## config.mk

```make
export PLATFORM = sky130hd
export DESIGN_NAME = ldr_sequencer
export DESIGN_NICKNAME = d
export VERILOG_FILES = /design/src/rtl/ldr_sequencer.sv
export SDC_FILE = /design/constraint.sdc
export NUM_CORES = 1
export LEC_CHECK = 0
export CORE_UTILIZATION = 54
export DETAILED_ROUTE_END_ITERATION = 6
export PLACE_DENSITY = 0.8
export RECOVER_POWER = 25
export REMOVE_ABC_BUFFERS = 1
export SYNTH_ARGS = -nofsm -noshare
export SYNTH_HDL_FRONTEND = slang
export SYNTH_SLANG_ARGS = --single-unit
```

## constraint.sdc

```tcl
create_clock -name clk_sys -period 2.75 [get_ports clk_sys]
set_input_delay 0.275 -clock clk_sys [delete_from_list [all_inputs] [get_ports clk_sys]]
set_output_delay 0.275 -clock clk_sys [all_outputs]
set_load 0.01 [all_outputs]
```

## src/rtl/ldr_sequencer.sv

```systemverilog
// Byte-to-word loader: packs HPS ioctl byte writes into 16-bit big-endian word
// writes with byte enables, handshaking each word on ldr_wr/ldr_ack.
module ldr_sequencer #(
   parameter int ADDR_W      = 20,
   parameter int ACK_TIMEOUT = 1023
) (
   input  logic              clk_sys,
   input  logic              reset,
   input  logic              ioctl_download,
   input  logic              ioctl_wr,
   input  logic [ADDR_W-1:0] ioctl_addr,
   input  logic [7:0]        ioctl_dout,
   output logic              ioctl_wait,
   output logic              ldr_aen,
   output logic [ADDR_W-2:0] ldr_addr,
   output logic [15:0]       ldr_wdat,
   output logic [1:0]        ldr_be,
   output logic              ldr_wr,
   input  logic              ldr_ack,
   output logic              ldr_done,
   output logic              ldr_err,
   output logic [ADDR_W-1:0] ldr_words
);

   localparam logic [2:0] S_IDLE    = 3'd0;
   localparam logic [2:0] S_COLLECT = 3'd1;
   localparam logic [2:0] S_WRITE   = 3'd2;
   localparam logic [2:0] S_DONE    = 3'd3;
   localparam logic [2:0] S_ERROR   = 3'd4;

   localparam int              TO_W    = $clog2(ACK_TIMEOUT + 1);
   localparam logic [TO_W-1:0] TO_LAST = TO_W'(ACK_TIMEOUT - 1);

   logic [2:0]        state;
   logic              dl_q;
   logic              ack_q;
   logic              dl_ended;
   logic              pend_valid;
   logic [7:0]        pend_byte;
   logic [ADDR_W-2:0] pend_waddr;
   logic              hold_valid;
   logic [7:0]        hold_byte;
   logic [ADDR_W-2:0] hold_waddr;
   logic [TO_W-1:0]   to_cnt;

   logic              dl_rise;
   logic              dl_fall;
   logic              ack_rise;
   logic [ADDR_W-2:0] wr_waddr;
   logic              wr_odd;
   logic              same_word;

   logic              launch;
   logic [ADDR_W-2:0] launch_addr;
   logic [15:0]       launch_wdat;
   logic [1:0]        launch_be;
   logic              take_pend;
   logic              to_hold;
   logic              finish;

   assign dl_rise   = ioctl_download & ~dl_q;
   assign dl_fall   = ~ioctl_download & dl_q;
   assign ack_rise  = ldr_ack & ~ack_q;
   assign wr_waddr  = ioctl_addr[ADDR_W-1:1];
   assign wr_odd    = ioctl_addr[0];
   assign same_word = pend_valid && (pend_waddr == wr_waddr);

   // COLLECT decision: which word (if any) to launch, and what happens to the
   // pending/hold bytes. A pending byte for another word is flushed on its own.
   always_comb begin
      launch      = 1'b0;
      launch_addr = wr_waddr;
      launch_wdat = 16'h0000;
      launch_be   = 2'b00;
      take_pend   = 1'b0;
      to_hold     = 1'b0;
      finish      = 1'b0;
      if (state == S_COLLECT && !dl_rise) begin
         if (ioctl_wr) begin
            if (!wr_odd) begin
               if (pend_valid && !same_word) begin
                  launch      = 1'b1;
                  launch_addr = pend_waddr;
                  launch_wdat = {pend_byte, 8'h00};
                  launch_be   = 2'b10;
                  to_hold     = 1'b1;
               end else begin
                  take_pend = 1'b1;
               end
            end else if (same_word) begin
               launch      = 1'b1;
               launch_wdat = {pend_byte, ioctl_dout};
               launch_be   = 2'b11;
            end else begin
               launch      = 1'b1;
               launch_wdat = {8'h00, ioctl_dout};
               launch_be   = 2'b01;
            end
         end else if (dl_fall || dl_ended) begin
            if (pend_valid) begin
               launch      = 1'b1;
               launch_addr = pend_waddr;
               launch_wdat = {pend_byte, 8'h00};
               launch_be   = 2'b10;
            end else begin
               finish = 1'b1;
            end
         end
      end
   end

   always_ff @(posedge clk_sys) begin
      if (reset) begin
         state      <= S_IDLE;
         dl_q       <= ioctl_download;
         ack_q      <= ldr_ack;
         dl_ended   <= 1'b0;
         pend_valid <= 1'b0;
         pend_byte  <= 8'h00;
         pend_waddr <= '0;
         hold_valid <= 1'b0;
         hold_byte  <= 8'h00;
         hold_waddr <= '0;
         to_cnt     <= '0;
         ioctl_wait <= 1'b0;
         ldr_aen    <= 1'b0;
         ldr_addr   <= '0;
         ldr_wdat   <= 16'h0000;
         ldr_be     <= 2'b00;
         ldr_wr     <= 1'b0;
         ldr_done   <= 1'b0;
         ldr_err    <= 1'b0;
         ldr_words  <= '0;
      end else begin
         dl_q  <= ioctl_download;
         ack_q <= ldr_ack;
         if (dl_rise) begin
            state      <= S_COLLECT;
            ldr_aen    <= 1'b1;
            ldr_wr     <= 1'b0;
            ioctl_wait <= 1'b0;
            ldr_done   <= 1'b0;
            ldr_err    <= 1'b0;
            ldr_words  <= '0;
            pend_valid <= 1'b0;
            hold_valid <= 1'b0;
            dl_ended   <= 1'b0;
            to_cnt     <= '0;
         end else begin
            case (state)
               S_COLLECT: begin
                  if (dl_fall) dl_ended <= 1'b1;
                  if (take_pend) begin
                     pend_valid <= 1'b1;
                     pend_byte  <= ioctl_dout;
                     pend_waddr <= wr_waddr;
                     ldr_addr   <= wr_waddr;
                  end
                  if (to_hold) begin
                     hold_valid <= 1'b1;
                     hold_byte  <= ioctl_dout;
                     hold_waddr <= wr_waddr;
                  end
                  if (launch) begin
                     state      <= S_WRITE;
                     ldr_addr   <= launch_addr;
                     ldr_wdat   <= launch_wdat;
                     ldr_be     <= launch_be;
                     ldr_wr     <= 1'b1;
                     ioctl_wait <= 1'b1;
                     to_cnt     <= '0;
                     if (launch_be[1]) pend_valid <= 1'b0;
                  end
                  if (finish) begin
                     state    <= S_DONE;
                     ldr_aen  <= 1'b0;
                     ldr_done <= 1'b1;
                     dl_ended <= 1'b0;
                  end
               end
               // Any byte arriving while stalled is lost; flag it but keep the word.
               S_WRITE: begin
                  if (ioctl_wr) ldr_err <= 1'b1;
                  if (dl_fall) dl_ended <= 1'b1;
                  if (ack_rise) begin
                     ldr_wr     <= 1'b0;
                     ioctl_wait <= 1'b0;
                     ldr_words  <= ldr_words + ADDR_W'(1);
                     if (hold_valid) begin
                        pend_valid <= 1'b1;
                        pend_byte  <= hold_byte;
                        pend_waddr <= hold_waddr;
                        ldr_addr   <= hold_waddr;
                        hold_valid <= 1'b0;
                        state      <= S_COLLECT;
                     end else if ((dl_ended || dl_fall) && !pend_valid) begin
                        state    <= S_DONE;
                        ldr_aen  <= 1'b0;
                        ldr_done <= 1'b1;
                        dl_ended <= 1'b0;
                     end else begin
                        state <= S_COLLECT;
                     end
                  end else if (to_cnt == TO_LAST) begin
                     state      <= S_ERROR;
                     ldr_wr     <= 1'b0;
                     ioctl_wait <= 1'b0;
                     ldr_aen    <= 1'b0;
                     ldr_err    <= 1'b1;
                  end else begin
                     to_cnt <= to_cnt + TO_W'(1);
                  end
               end
               S_ERROR: begin
                  if (dl_fall || dl_ended) begin
                     state    <= S_DONE;
                     ldr_done <= 1'b1;
                     dl_ended <= 1'b0;
                  end
               end
               S_IDLE, S_DONE: begin
               end
               default: state <= S_IDLE;
            endcase
         end
      end
   end

endmodule

```

* Word level (Yosys, flattened, before mapping)
Cells that the tools add are included. Widths: inputs -> output; s select.
Word-level totals: flip-flop bits (word level) 133, latch bits 0, memory bits (writable) 0, memory bits (read-only) 0, input port bits 33, output and inout port bits 62, logic and storage cells 180, memories kept 0
Cells by class: add/subtract/negate cells 2, multiply operators 0, divide/modulo/power cells 0, magnitude comparators 0, equal/unequal tests 27, shift-type cells 0, muxes and demuxes 95, bitwise gates (word level) 8, reductions and logical operators 28
Operators with widths (number):
- $mux 19 | 10
- $mux 16 | 7
- $pmux 19 s2 | 2
- $mux 1 | 47
- $mux 10 | 3
- $mux 8 | 3
- $ne 2x2->1 const B | 12
- $add 20x1->20 const B | 1
- $pmux 10 s2 | 1
- $eq 19x19->1 | 1
- $mux 2 | 9
- $ne 4x4->1 const B | 4
- $pmux 8 s2 | 1
- $mux 3 | 5
- $ne 3x3->1 const B | 5
- $reduce_and 3->1 | 5
- $reduce_and 5->1 | 3
- $pmux 3 s4 | 1
- $reduce_and 4->1 | 3
- $add 10x1->10 const B | 1
- $eq 10x10->1 const B | 1
- $pmux 1 s2 | 4
- $eq 3x2->1 const B | 2
- $pmux 1 s3 | 2
- 13 further kinds | 27

* Longest topological paths before layout
word-level depth 12, depth in mapped cells 9, mapped depth without buffers 8

* Least setup slack after synthesis
OpenSTA, ideal clock, no wires.
path kind reg2reg, from register to_cnt[0], to register to_cnt[4], setup time 70 ps, arrival 1993 ps, required time 2680 ps, path slack 687 ps, stages on the path, launching flop included 10, buffers on the path 1, clock period less this slack 2063 ps, cell sequence dfxtp_1 -> inv_1 -> ha_1 -> and4_1 -> a31oi_1 -> and2_1 -> buf_2 -> nor4_1 -> or4_1 -> a21oi_1
Between the ends: longest elaborated chain between the ends 4, elaborated cells on any way between the ends 7, those cells by class 1 x add/sub; 2 x eq/ne; 3 x mux; 1 x reduce/logical
Ends and longest elaborated chain:
- from (decl) | line 44 | logic [TO_W-1:0] to_cnt;
- from (signal assigned) | line 211 | to_cnt <= to_cnt + TO_W'(1);
- $add 10x1->10 | line 211
- $mux 10 | line 204 | end else if (to_cnt == TO_LAST) begin
- $mux 10 | line 185 | if (ack_rise) begin
- $pmux 10 s2 | line 150 | case (state)
Several ways; a longest one is shown, not always the timed one. The select of a mux whose other input is x is not followed. A chain may end at the register's enable or synchronous reset.

* Worst setup path after layout
from register state[1], to register ldr_words[15]
Between the ends: longest elaborated chain between the ends 2
Ends and longest elaborated chain:
- from (decl) | line 34 | logic [2:0] state;
- from (signal assigned) | line 114 | state <= S_IDLE;
- from (signal assigned) | line 138 | state <= S_COLLECT;
- from (signal assigned) | line 165 | state <= S_WRITE;
- $eq 3x2->1 | line 150
- $reduce_and 2->1 (no source line)
- to (signal assigned) | line 188 | ldr_words <= ldr_words + ADDR_W'(1);
- to (decl) | line 22 | output logic [ADDR_W-1:0] ldr_words
No other way between the ends.

==> metrics.txt <==
status=complete, no violations; design area=7785 µm²; Layout area overhead=26.34%; worst path required time=between 3 and 4 ns; MaxCap Viol Count=0; Synth top cells by count=dfxtp_1 (133), nor2_1 (102), nand2_1 (77); num rows=38; PortBufs=94; Die Ht=~110 µm; top-count cell post-synth=dfxtp_1; CP Data Arrival Time=~2.7 ns; number of global-route vias before repair=approximately 5300; synthesized flop and latch total=133; Ys Warns=0; crit path capture type=flop; Buf+Inv Stages, Crit Path=1; Num CTS Buffers=17; post-DR wirelength/cell=16.31 µm; RSZ-0062 raised after global routing=false; via count=5391; number of nets in the layout=between 800 and 900; # resized after CTS=0; Pre-antenna DRT Iters=5; HP Class=input port to flop; Final Critical Period=2.381 ns; crit start category=flop; CP max stage cell=nor3b_1; largest cells by area after synthesis=dfxtp_1 (43%), mux2i_1 (9.1%), nor2_1 (6.2%); CP top delay family=simple AND/OR/NAND/NOR gates; Post-Route WL=15.10 mm; clk_skew=0.006447 ns; CTS Hold Bufs=0; core area=around 11000 µm²; # IOs=95; Initial Util=a little under three fifths; CTS Root Cell=clkbuf_16; DRT iter0 DRCs=between 300 and 400; Critical Path, Cell by Cell=nor3b_4, buf_4, nand3_1, nor3b_1, and3_1, xnor2_1, nor2_1; Synth cell types=53; clock-pin slew on the worst setup and hold paths=around 0.06 ns; DPL Wire Length=9.925 mm; TritonCTS clock tree=built; CP max stage delay=approximately 0.55 ns; Post-synth top flop=dfxtp_1; power per cell area=approximately 570 nW/µm²; sequential fraction of the synthesis area=between 40% and 50%; Syn Area/Cell=roughly 9 µm²; initial antenna violation count=0; Final ANT Viol Nets=0; GRT Util Overall=between 20% and 30%; worst-skew pair later-pin latency=between 0.4 and 0.5 ns; first-pass GRT wire length=between 20 and 25 mm; Antenna Cells=0; Slew @ Worst Pin=between 0.7 and 0.8 ns; # Post-CTS Setup Buffers=0; htree depth=4; Hold Vio Cnt, Final=0; Rel. slew slack=between 40% and 50%; top-area cell type share of the netlist area=between 40% and 50%; Die ar.=11840 µm²; Die Wd=roughly 110 µm; Slew Viols, Final=0; Clock Sinks=between 100 and 150; placed instance area=between 7000 and 8000 µm²; crit-path max FO=16; maximum buffer depth of the clock tree=2; Post-synth EDFFs=0; mapped cell area=roughly 6000 µm²; # DRC=0; layout cells sized above 1=under 10%; Final GP Congestion=between 0.8 and 0.9; P_leak=roughly 3.2 nW; gr ovfl total=0; Worst Hold Slack=~0.24 ns; cell count after synthesis=roughly 680; DR vias/cell=5.822; Achievable Freq=420.0 MHz; final count of negative-setup-slack endpoints=0; cell taking the most area after synthesis=dfxtp_1; critical path type=flop to flop; VDD IR max=around 0.45 mV; largest net degree at the start of global routing=77; period utilization=86.57%; ys async rst share=0%
## flip-flops by register name, indices dropped and copies added, names as in the netlist, 2 cells and up
name,count
hold_waddr,19
ldr_words,20
hold_byte,8
ldr_be,2
to_cnt,10
pend_byte,8
ldr_addr,19
pend_waddr,19
state,3
ldr_wdat,16
## worst register-to-register path, delay by kind of cell (launching register included)
| family | cells | cell delay (ns) |
|---|---|---|
| DFF | 1 | 0.51 |
| xor gates and xnor gates | 1 | 0.12 |
| buffers and inverters | 1 | 0.25 |
| and+or+nand+nor | 5 | 1.38 |
## metal layers
layer,track usage (%),share of wire [%],vias up
met4,11.78,2.0,0
met2,45.71,49,167
met1,33.47,44,2597
met5,0,0,-
met3,5.559,5.0,26
li1,-,-,2601
## final timing paths
kind         startpoint       endpoint  slack (ns)  cells past startpoint
min               reset  hold_waddr[4]        0.24                      2
max reg2reg    state[1]  ldr_words[15]        0.37                      7
min reg2reg     ldr_err        ldr_err        0.44                      2
max            state[1]  ldr_words[15]        0.37                      7
## through the flow
| step | power (mW) | worst slack (ns) | util (%) | TNS (ns) | instances |
|---|---|---|---|---|---|
| after floorplan | 2.267 | -1.007 | - | -74.02 | 636 |
| after global routing | 4.607 | 0.1674 | 70.88 | 0 | 926 |
| after CTS | 4.478 | 0.1850 | 70.86 | 0 | 926 |
| final | 4.446 | 0.3692 | 70.88 | 0 | 926 |
| after global placement | 2.463 | 0.1169 | 66.05 | 0 | 894 |
| after detailed placement | 2.476 | 0.05275 | 66.05 | 0 | 894 |
## layout by cell type, fill, tap and decap left out, types with 17 or more instances in the layout
master,n
dfxtp_1,133
nor2_1,102
nand2_1,77
mux2i_1,56
clkdlybuf4s50_1,47
dlygate4sd3_1,46
xor2_1,31
a21oi_1,23
buf_4,21
nand3_1,18
clkbuf_16,17
## layout make-up
cell class              count  area [µm²]
clock inverters            13       85.08
clock buffers              19       442.9
repair buffers            118        1154
inverters                  16       60.06
multi-input cells         487        3206
flip-flops and latches    133        2663
well taps                 140       175.2
fillers                   847        3198
## power by group
part	internal (mW)	switching, mW	total (mW)
sequential	1.97	0.0382	2.01
combinational	0.183	0.240	0.423
clock	1.17	0.847	2.01
total	3.32	1.13	4.45
## cells by family (layout without fill, tap and decap cells)
logic type               Yosys count  count (layout)  synth area share [%]
XOR/XNOR                          39              39                 5.543
buffers and inverters             62             166                 5.056
adder cells (fa/ha/maj)            3               3                0.6092
multiplexers                      56              56                 9.096
AND/OR/NAND/NOR                  260             260                 20.06
AO/OA/AOI/OAI                    129             129                 16.43
flip-flops                       133             133                 43.21
No activity file was read; power rests on OpenSTA's default activity.
